File: src/rtl/multi_port_circular_buffer_if.sv
// Purpose: bundles the enqueue, dequeue, flush and occupancy signals of the multi-port queue.
// Latency: none; wires only.
// Backpressure: the producer sees wr_accept; the consumer sees rd_valid and rd_popped.
// Ports: master drives flush/wr_num/wr_data/rd_num; slave (the buffer) returns
//        wr_accept, rd_data, rd_valid, rd_popped, count, free_slots, full, empty.
// Optional: MPCB_ERR_EN adds the sticky overflow_err / underflow_err flags.
interface multi_port_circular_buffer_if #(
    parameter type T           = logic [31:0],
    parameter int  DEPTH       = 16,
    parameter int  WRITE_PORTS = 2,
    parameter int  READ_PORTS  = 2
);
    localparam int PW  = $clog2(DEPTH) + 1;
    localparam int WNW = $clog2(WRITE_PORTS + 1);
    localparam int RNW = $clog2(READ_PORTS + 1);

    logic                          flush;
    logic [WNW-1:0]                wr_num;
    T     [WRITE_PORTS-1:0]        wr_data;
    logic                          wr_accept;
    logic [RNW-1:0]                rd_num;
    T     [READ_PORTS-1:0]         rd_data;
    logic [READ_PORTS-1:0]         rd_valid;
    logic [RNW-1:0]                rd_popped;
    logic [PW-1:0]                 count;
    logic [PW-1:0]                 free_slots;
    logic                          full;
    logic                          empty;
`ifdef MPCB_ERR_EN
    logic                          overflow_err;
    logic                          underflow_err;
`endif

    modport master (
        output flush, wr_num, wr_data, rd_num,
        input  wr_accept, rd_data, rd_valid, rd_popped, count, free_slots, full, empty
`ifdef MPCB_ERR_EN
        , input overflow_err, underflow_err
`endif
    );

    modport slave (
        input  flush, wr_num, wr_data, rd_num,
        output wr_accept, rd_data, rd_valid, rd_popped, count, free_slots, full, empty
`ifdef MPCB_ERR_EN
        , output overflow_err, underflow_err
`endif
    );
endinterface

File: src/rtl/multi_port_circular_buffer.sv
// Purpose: in-order circular queue accepting up to WRITE_PORTS pushes and READ_PORTS pops per cycle.
// Latency: one cycle from write to visibility on rd_data; no bypass.
// Backpressure: a write group is accepted whole or not at all (free_slots >= wr_num); pops saturate at count.
// Ports: clk, reset (synchronous, active-high), bus (multi_port_circular_buffer_if.slave).
// Optional: define MPCB_ERR_EN for sticky overflow_err / underflow_err outputs.
module multi_port_circular_buffer #(
    parameter type T           = logic [31:0],
    parameter int  DEPTH       = 16,
    parameter int  WRITE_PORTS = 2,
    parameter int  READ_PORTS  = 2
) (
    input  logic                          clk,
    input  logic                          reset,
    multi_port_circular_buffer_if.slave   bus
);
    localparam int AW  = $clog2(DEPTH);
    localparam int PW  = AW + 1;
    localparam int WNW = $clog2(WRITE_PORTS + 1);
    localparam int RNW = $clog2(READ_PORTS + 1);

    // Pointers carry one extra wrap bit so full and empty are distinguishable.
    logic [PW-1:0] rd_ptr;
    logic [PW-1:0] wr_ptr;
    logic [PW-1:0] cnt;
    logic [PW-1:0] free_w;
    logic [PW-1:0] wr_num_x;
    logic [PW-1:0] rd_num_x;
    logic [PW-1:0] popped_x;
    logic          wr_ok;

    T storage [DEPTH];

    assign cnt      = wr_ptr - rd_ptr;
    assign free_w   = PW'(DEPTH) - cnt;
    assign wr_num_x = PW'(bus.wr_num);
    assign rd_num_x = PW'(bus.rd_num);

    // Acceptance looks only at registered occupancy: same-cycle pops give no credit.
    assign wr_ok    = (free_w >= wr_num_x);
    assign popped_x = (rd_num_x > cnt) ? cnt : rd_num_x;

    assign bus.wr_accept  = wr_ok;
    assign bus.rd_popped  = RNW'(popped_x);
    assign bus.count      = cnt;
    assign bus.free_slots = free_w;
    assign bus.full       = (cnt == PW'(DEPTH));
    assign bus.empty      = (cnt == '0);

    always_ff @(posedge clk) begin
        if (reset || bus.flush) begin
            rd_ptr <= '0;
            wr_ptr <= '0;
        end else begin
            rd_ptr <= rd_ptr + popped_x;
            if (wr_ok) begin
                wr_ptr <= wr_ptr + wr_num_x;
            end
        end
    end

    // Lane addresses wrap naturally in AW bits since DEPTH is a power of two.
    always_ff @(posedge clk) begin
        if (!reset && !bus.flush && wr_ok) begin
            for (int i = 0; i < WRITE_PORTS; i++) begin
                if (WNW'(i) < bus.wr_num) begin
                    storage[wr_ptr[AW-1:0] + AW'(i)] <= bus.wr_data[i];
                end
            end
        end
    end

    for (genvar g = 0; g < READ_PORTS; g++) begin : g_rd
        assign bus.rd_valid[g] = (PW'(g) < cnt);
        assign bus.rd_data[g]  = storage[rd_ptr[AW-1:0] + AW'(g)];
    end

`ifdef MPCB_ERR_EN
    logic ovf_q;
    logic udf_q;

    // Sticky until reset; flush deliberately leaves them alone.
    always_ff @(posedge clk) begin
        if (reset) begin
            ovf_q <= 1'b0;
            udf_q <= 1'b0;
        end else begin
            if ((bus.wr_num != '0) && !wr_ok) begin
                ovf_q <= 1'b1;
            end
            if (rd_num_x > cnt) begin
                udf_q <= 1'b1;
            end
        end
    end

    assign bus.overflow_err  = ovf_q;
    assign bus.underflow_err = udf_q;
`endif
endmodule

File: src/flat_wrapper.sv
// flat-port wrapper written by rule: the top's interface ports become plain ports
module multi_port_circular_buffer_flat 
#(
    parameter type T           = logic [31:0],
    parameter int  DEPTH       = 16,
    parameter int  WRITE_PORTS = 2,
    parameter int  READ_PORTS  = 2
)
  (clk, reset, bus_flush, bus_wr_num, bus_wr_data, bus_rd_num, bus_wr_accept, bus_rd_data, bus_rd_valid, bus_rd_popped, bus_count, bus_free_slots, bus_full, bus_empty);
  multi_port_circular_buffer_if #(.T(T), .DEPTH(DEPTH), .WRITE_PORTS(WRITE_PORTS), .READ_PORTS(READ_PORTS)) bus_i ();
  input  logic clk;
  input  logic reset;
  input wire logic [$bits(bus_i.flush)-1:0] bus_flush;
  input wire logic [$bits(bus_i.wr_num)-1:0] bus_wr_num;
  input wire logic [$bits(bus_i.wr_data)-1:0] bus_wr_data;
  input wire logic [$bits(bus_i.rd_num)-1:0] bus_rd_num;
  output wire logic [$bits(bus_i.wr_accept)-1:0] bus_wr_accept;
  output wire logic [$bits(bus_i.rd_data)-1:0] bus_rd_data;
  output wire logic [$bits(bus_i.rd_valid)-1:0] bus_rd_valid;
  output wire logic [$bits(bus_i.rd_popped)-1:0] bus_rd_popped;
  output wire logic [$bits(bus_i.count)-1:0] bus_count;
  output wire logic [$bits(bus_i.free_slots)-1:0] bus_free_slots;
  output wire logic [$bits(bus_i.full)-1:0] bus_full;
  output wire logic [$bits(bus_i.empty)-1:0] bus_empty;
  assign bus_i.flush = bus_flush;
  assign bus_i.wr_num = bus_wr_num;
  assign bus_i.wr_data = bus_wr_data;
  assign bus_i.rd_num = bus_rd_num;
  assign bus_wr_accept = bus_i.wr_accept;
  assign bus_rd_data = bus_i.rd_data;
  assign bus_rd_valid = bus_i.rd_valid;
  assign bus_rd_popped = bus_i.rd_popped;
  assign bus_count = bus_i.count;
  assign bus_free_slots = bus_i.free_slots;
  assign bus_full = bus_i.full;
  assign bus_empty = bus_i.empty;
  multi_port_circular_buffer #(.T(T), .DEPTH(DEPTH), .WRITE_PORTS(WRITE_PORTS), .READ_PORTS(READ_PORTS)) u_core (.clk(clk), .reset(reset), .bus(bus_i));
endmodule
File: config.mk
export PLATFORM = sky130hd
export DESIGN_NAME = multi_port_circular_buffer_flat
export DESIGN_NICKNAME = d
export VERILOG_FILES = /design/src/rtl/multi_port_circular_buffer_if.sv /design/src/rtl/multi_port_circular_buffer.sv /design/src/flat_wrapper.sv
export SDC_FILE = /design/constraint.sdc
export NUM_CORES = 1
export LEC_CHECK = 0
export BUFFER_PORTS_ARGS = -buffer_cell sky130_fd_sc_hd__buf_2
export CAP_MARGIN = 20
export CORE_AREA = 4 4 280 282
export CTS_CLUSTER_DIAMETER = 80
export DETAILED_ROUTE_END_ITERATION = 16
export DIE_AREA = 0 0 284 286
export SYNTH_ARGS = -nofsm -noshare
export SYNTH_HDL_FRONTEND = slang
export SYNTH_SLANG_ARGS = --single-unit
export TNS_END_PERCENT = 100
File: constraint.sdc
create_clock -name clk -period 7.83 [get_ports clk]
set_input_delay 1.1745 -clock clk [delete_from_list [all_inputs] [get_ports clk]]
set_output_delay 1.1745 -clock clk [all_outputs]
set_load 0.01 [all_outputs]
==> results.ini <==
[timing]
slew_headroom_pct=24.34
drv_slew=0
finalHoldViolCount=0
timing.fmax_mhz=187.5
fin_crit_sh_pct=68.10
setup_viol=0
skew_ns=0.01768
tns_ns=0
rsz0062_at_grt=no
fin_crit_ns=5.332
worstMarginPinSlew_ns=1.135

[logic_synthesis]
ys_warn_count=0
async_flop_share_pct=0
synth_most_common_cell=edfxtp_1
synth_cells=1917
yosys-top-cells-area=edfxtp_1 (50%), mux4_2 (16%), mux2_1 (12%)
synth_top_family_by_area=multiplexers
netlist_area_um2=30830
yosysUniqueCellTypes=47
syn_avg_cell_area_um2=16.08
yosys-mux-area-fraction_pct=39.32
synth_edf_count=512
synth_seq_area_share_pct=50.51
synth_common_cells=edfxtp_1 (512), mux2_1 (334), mux4_2 (224)
synth_top_area_share_pct=49.86
synthSimpleGateAreaFrac_pct=1.497
ys.flop_type=edfxtp_1
synthAdderAreaFrac_pct=0.9252
synth-seq-cells=522
synth_compound_area_share_pct=4.301
synth_top_area_cell=edfxtp_1
yosys.area_share.xor_xnor_pct=0.4017

[floorplan]
chipHeight_um=286
die_w_um=284
initial_core_util_pct=40.73
core_um2=75700
rows=101
num_io_pins=152
fp.dieArea_um2=81220

[job]
cap_violations=0

[cts]
cts_sinks=522
cts_max_level=2
cts_tree=yes
root_buffer=clkbuf_16
numCtsBuffers=58
hold_buffers=0
post-cts-setup-buffers=0
clkLatencyLatePin_ns=0.62
path_clk_slew_ns=0.06
cts.path.max_buffers=3
postCtsResizedCells=0

[min_path]
hold_depth=2
worstHoldEndpoint=u_core.rd_ptr[4]
hp-class=reg -> reg
hold_start=u_core.rd_ptr[4]

[routing]
drc=0
vias_per_cell=6.351
dr.pass1.iters=6
drtIter0Drc=1817
wl_per_cell_um=31.14
wl_um=93690
vias=19110
antenna_left=0

[worst_setup_path]
worstPathArrival_ns=4.16
reg2reg_slack_ns=2.82
cp.required_ns=6.66
r2r_end=u_core.storage[4][31]
critPathCaptureType=output pin
start_kind=flop
reg2regPathDepth=13
critical_path_class=reg -> out
timing.rr.start=u_core.rd_ptr[0]
cp_max_fo=29

[global_routing]
gr-total-overflow=0
groute.usage.overall_pct=22.66
grt_start_max_net_pins=60
grt_pass1_wl_um=136800
antenna_found_initial=6
grt_pass1_vias=20010

[cells_and_area]
drive_above_1_share_pct=36.72
syn_to_final_growth_pct=12.30
final_nets=2075
stdcell_count=3009
finalInstanceArea_um2=34630

[power_and_ir_drop]
vdd_drop_max_v=0.0001648
leakagePower_nw=10.98
power.density_nw_per_um2=271.5

[status]
outcome=completed

[placement]
place_area_um2=32700
numPortBuffers=151
place.gp.congestion=0.8170
detailed_place_hpwl_um=56540
place_inst=2898

per-layer routing:
layer | vias up | wire [µm] | GRT usage, %
met5 | - | 27 | 0
met4 | 4 | 1982 | 5.066
met3 | 124 | 6711 | 4.486
met2 | 734 | 46720 | 38.49
met1 | 10200 | 38250 | 30.34
li1 | 8047 | - | -
logic make-up (layout without fill, tap and decap cells):
| kind of cell | count (synthesis) | in the layout |
|---|---|---|
| buffers and inverters | 226 | 337 |
| xor gates and xnor gates | 11 | 11 |
| adders and majority gates | 21 | 21 |
| other | 1 | 4 |
| and+or+nand+nor | 99 | 99 |
| AOI/OAI and AO/OA | 170 | 170 |
| muxes | 867 | 867 |
| DFF | 522 | 522 |
worst max-delay path: stages, from the launching register on:
cell,delay (ns)
dfxtp_4,0.66
buf_4,0.52
nand2_1,0.16
xnor2_2,0.81
buf_4,0.67
mux4_2,0.50
buf_2,0.18
final cells by class:
| class | instances | area [µm²] |
|---|---|---|
| Antenna cell | 2 | 5.005 |
| Sequential cell | 522 | 15580 |
| Timing Repair Buffer | 216 | 1311 |
| Multi-Input combinational cell | 1170 | 14610 |
| Fill cell | 6545 | 41070 |
| Clock buffer | 70 | 1518 |
| Tap cell | 978 | 1224 |
| Inverter | 15 | 56.30 |
| Clock inverter | 36 | 321.6 |
flip-flops by register name, summed over array words and instances (netlist names):
name and flops:
u_core.storage 512, u_core.rd_ptr 5, u_core.wr_ptr 5
through the flow:
stage | total power [mW] | hold WS, ns | worst slack [ns] | util [%]
after global placement | 6.767 | 0.5175 | 2.608 | 43.18
after global routing | 9.824 | 0.5624 | 2.327 | 45.74
final | 9.402 | 0.5330 | 2.498 | 45.74
after floorplan | 5.565 | 0.4993 | 1.603 | -
after detailed placement | 6.804 | 0.5289 | 2.761 | 43.20
after CTS | 9.509 | 0.5428 | 2.439 | 45.63
placed cells by master (no fill, tap or decap), drive strengths merged, types with 5 or more instances in the layout:
master / netlist / layout
buf: 84 / 216
nor4: 7 / 7
bufinv: 0 / 5
o21ai: 36 / 36
a211oi: 14 / 14
nand2: 42 / 42
a221oi: 64 / 64
a22oi: 31 / 31
nand3: 6 / 6
a21oi: 7 / 7
ha: 18 / 18
clkbuf: 127 / 70
inv: 13 / 14
mux4: 224 / 224
clkinv: 2 / 29
xnor2: 5 / 5
nand4: 6 / 6
nor3: 5 / 5
mux2: 513 / 513
edfxtp: 512 / 512
nor2: 18 / 18
dfxtp: 10 / 10
mux2i: 130 / 130
report_power, final:
group	leakage [nW]	total [mW]	switching (mW)	internal [mW]
combinational	5.39	3.43	1.98	1.45
sequential	4.70	3.28	0.0759	3.21
clock	0.894	2.69	1.15	1.54
total	11.0	9.40	3.21	6.19
how the worst max path moves through the flow:
stage	startpoint	to	slack [ns]	depth (start not counted)
after detailed placement	u_core.rd_ptr[0]	u_core.storage[5][0]	2.76	13
after floorplan	u_core.wr_ptr[0]	u_core.storage[5][0]	1.60	12
final	u_core.rd_ptr[0]	bus_rd_data[55]	2.50	6
after global placement	u_core.rd_ptr[0]	u_core.storage[1][1]	2.61	13
after CTS	u_core.rd_ptr[0]	bus_rd_data[36]	2.44	5
after global routing	u_core.rd_ptr[0]	bus_rd_data[55]	2.33	6
Power figures use the tool's default switching activity.
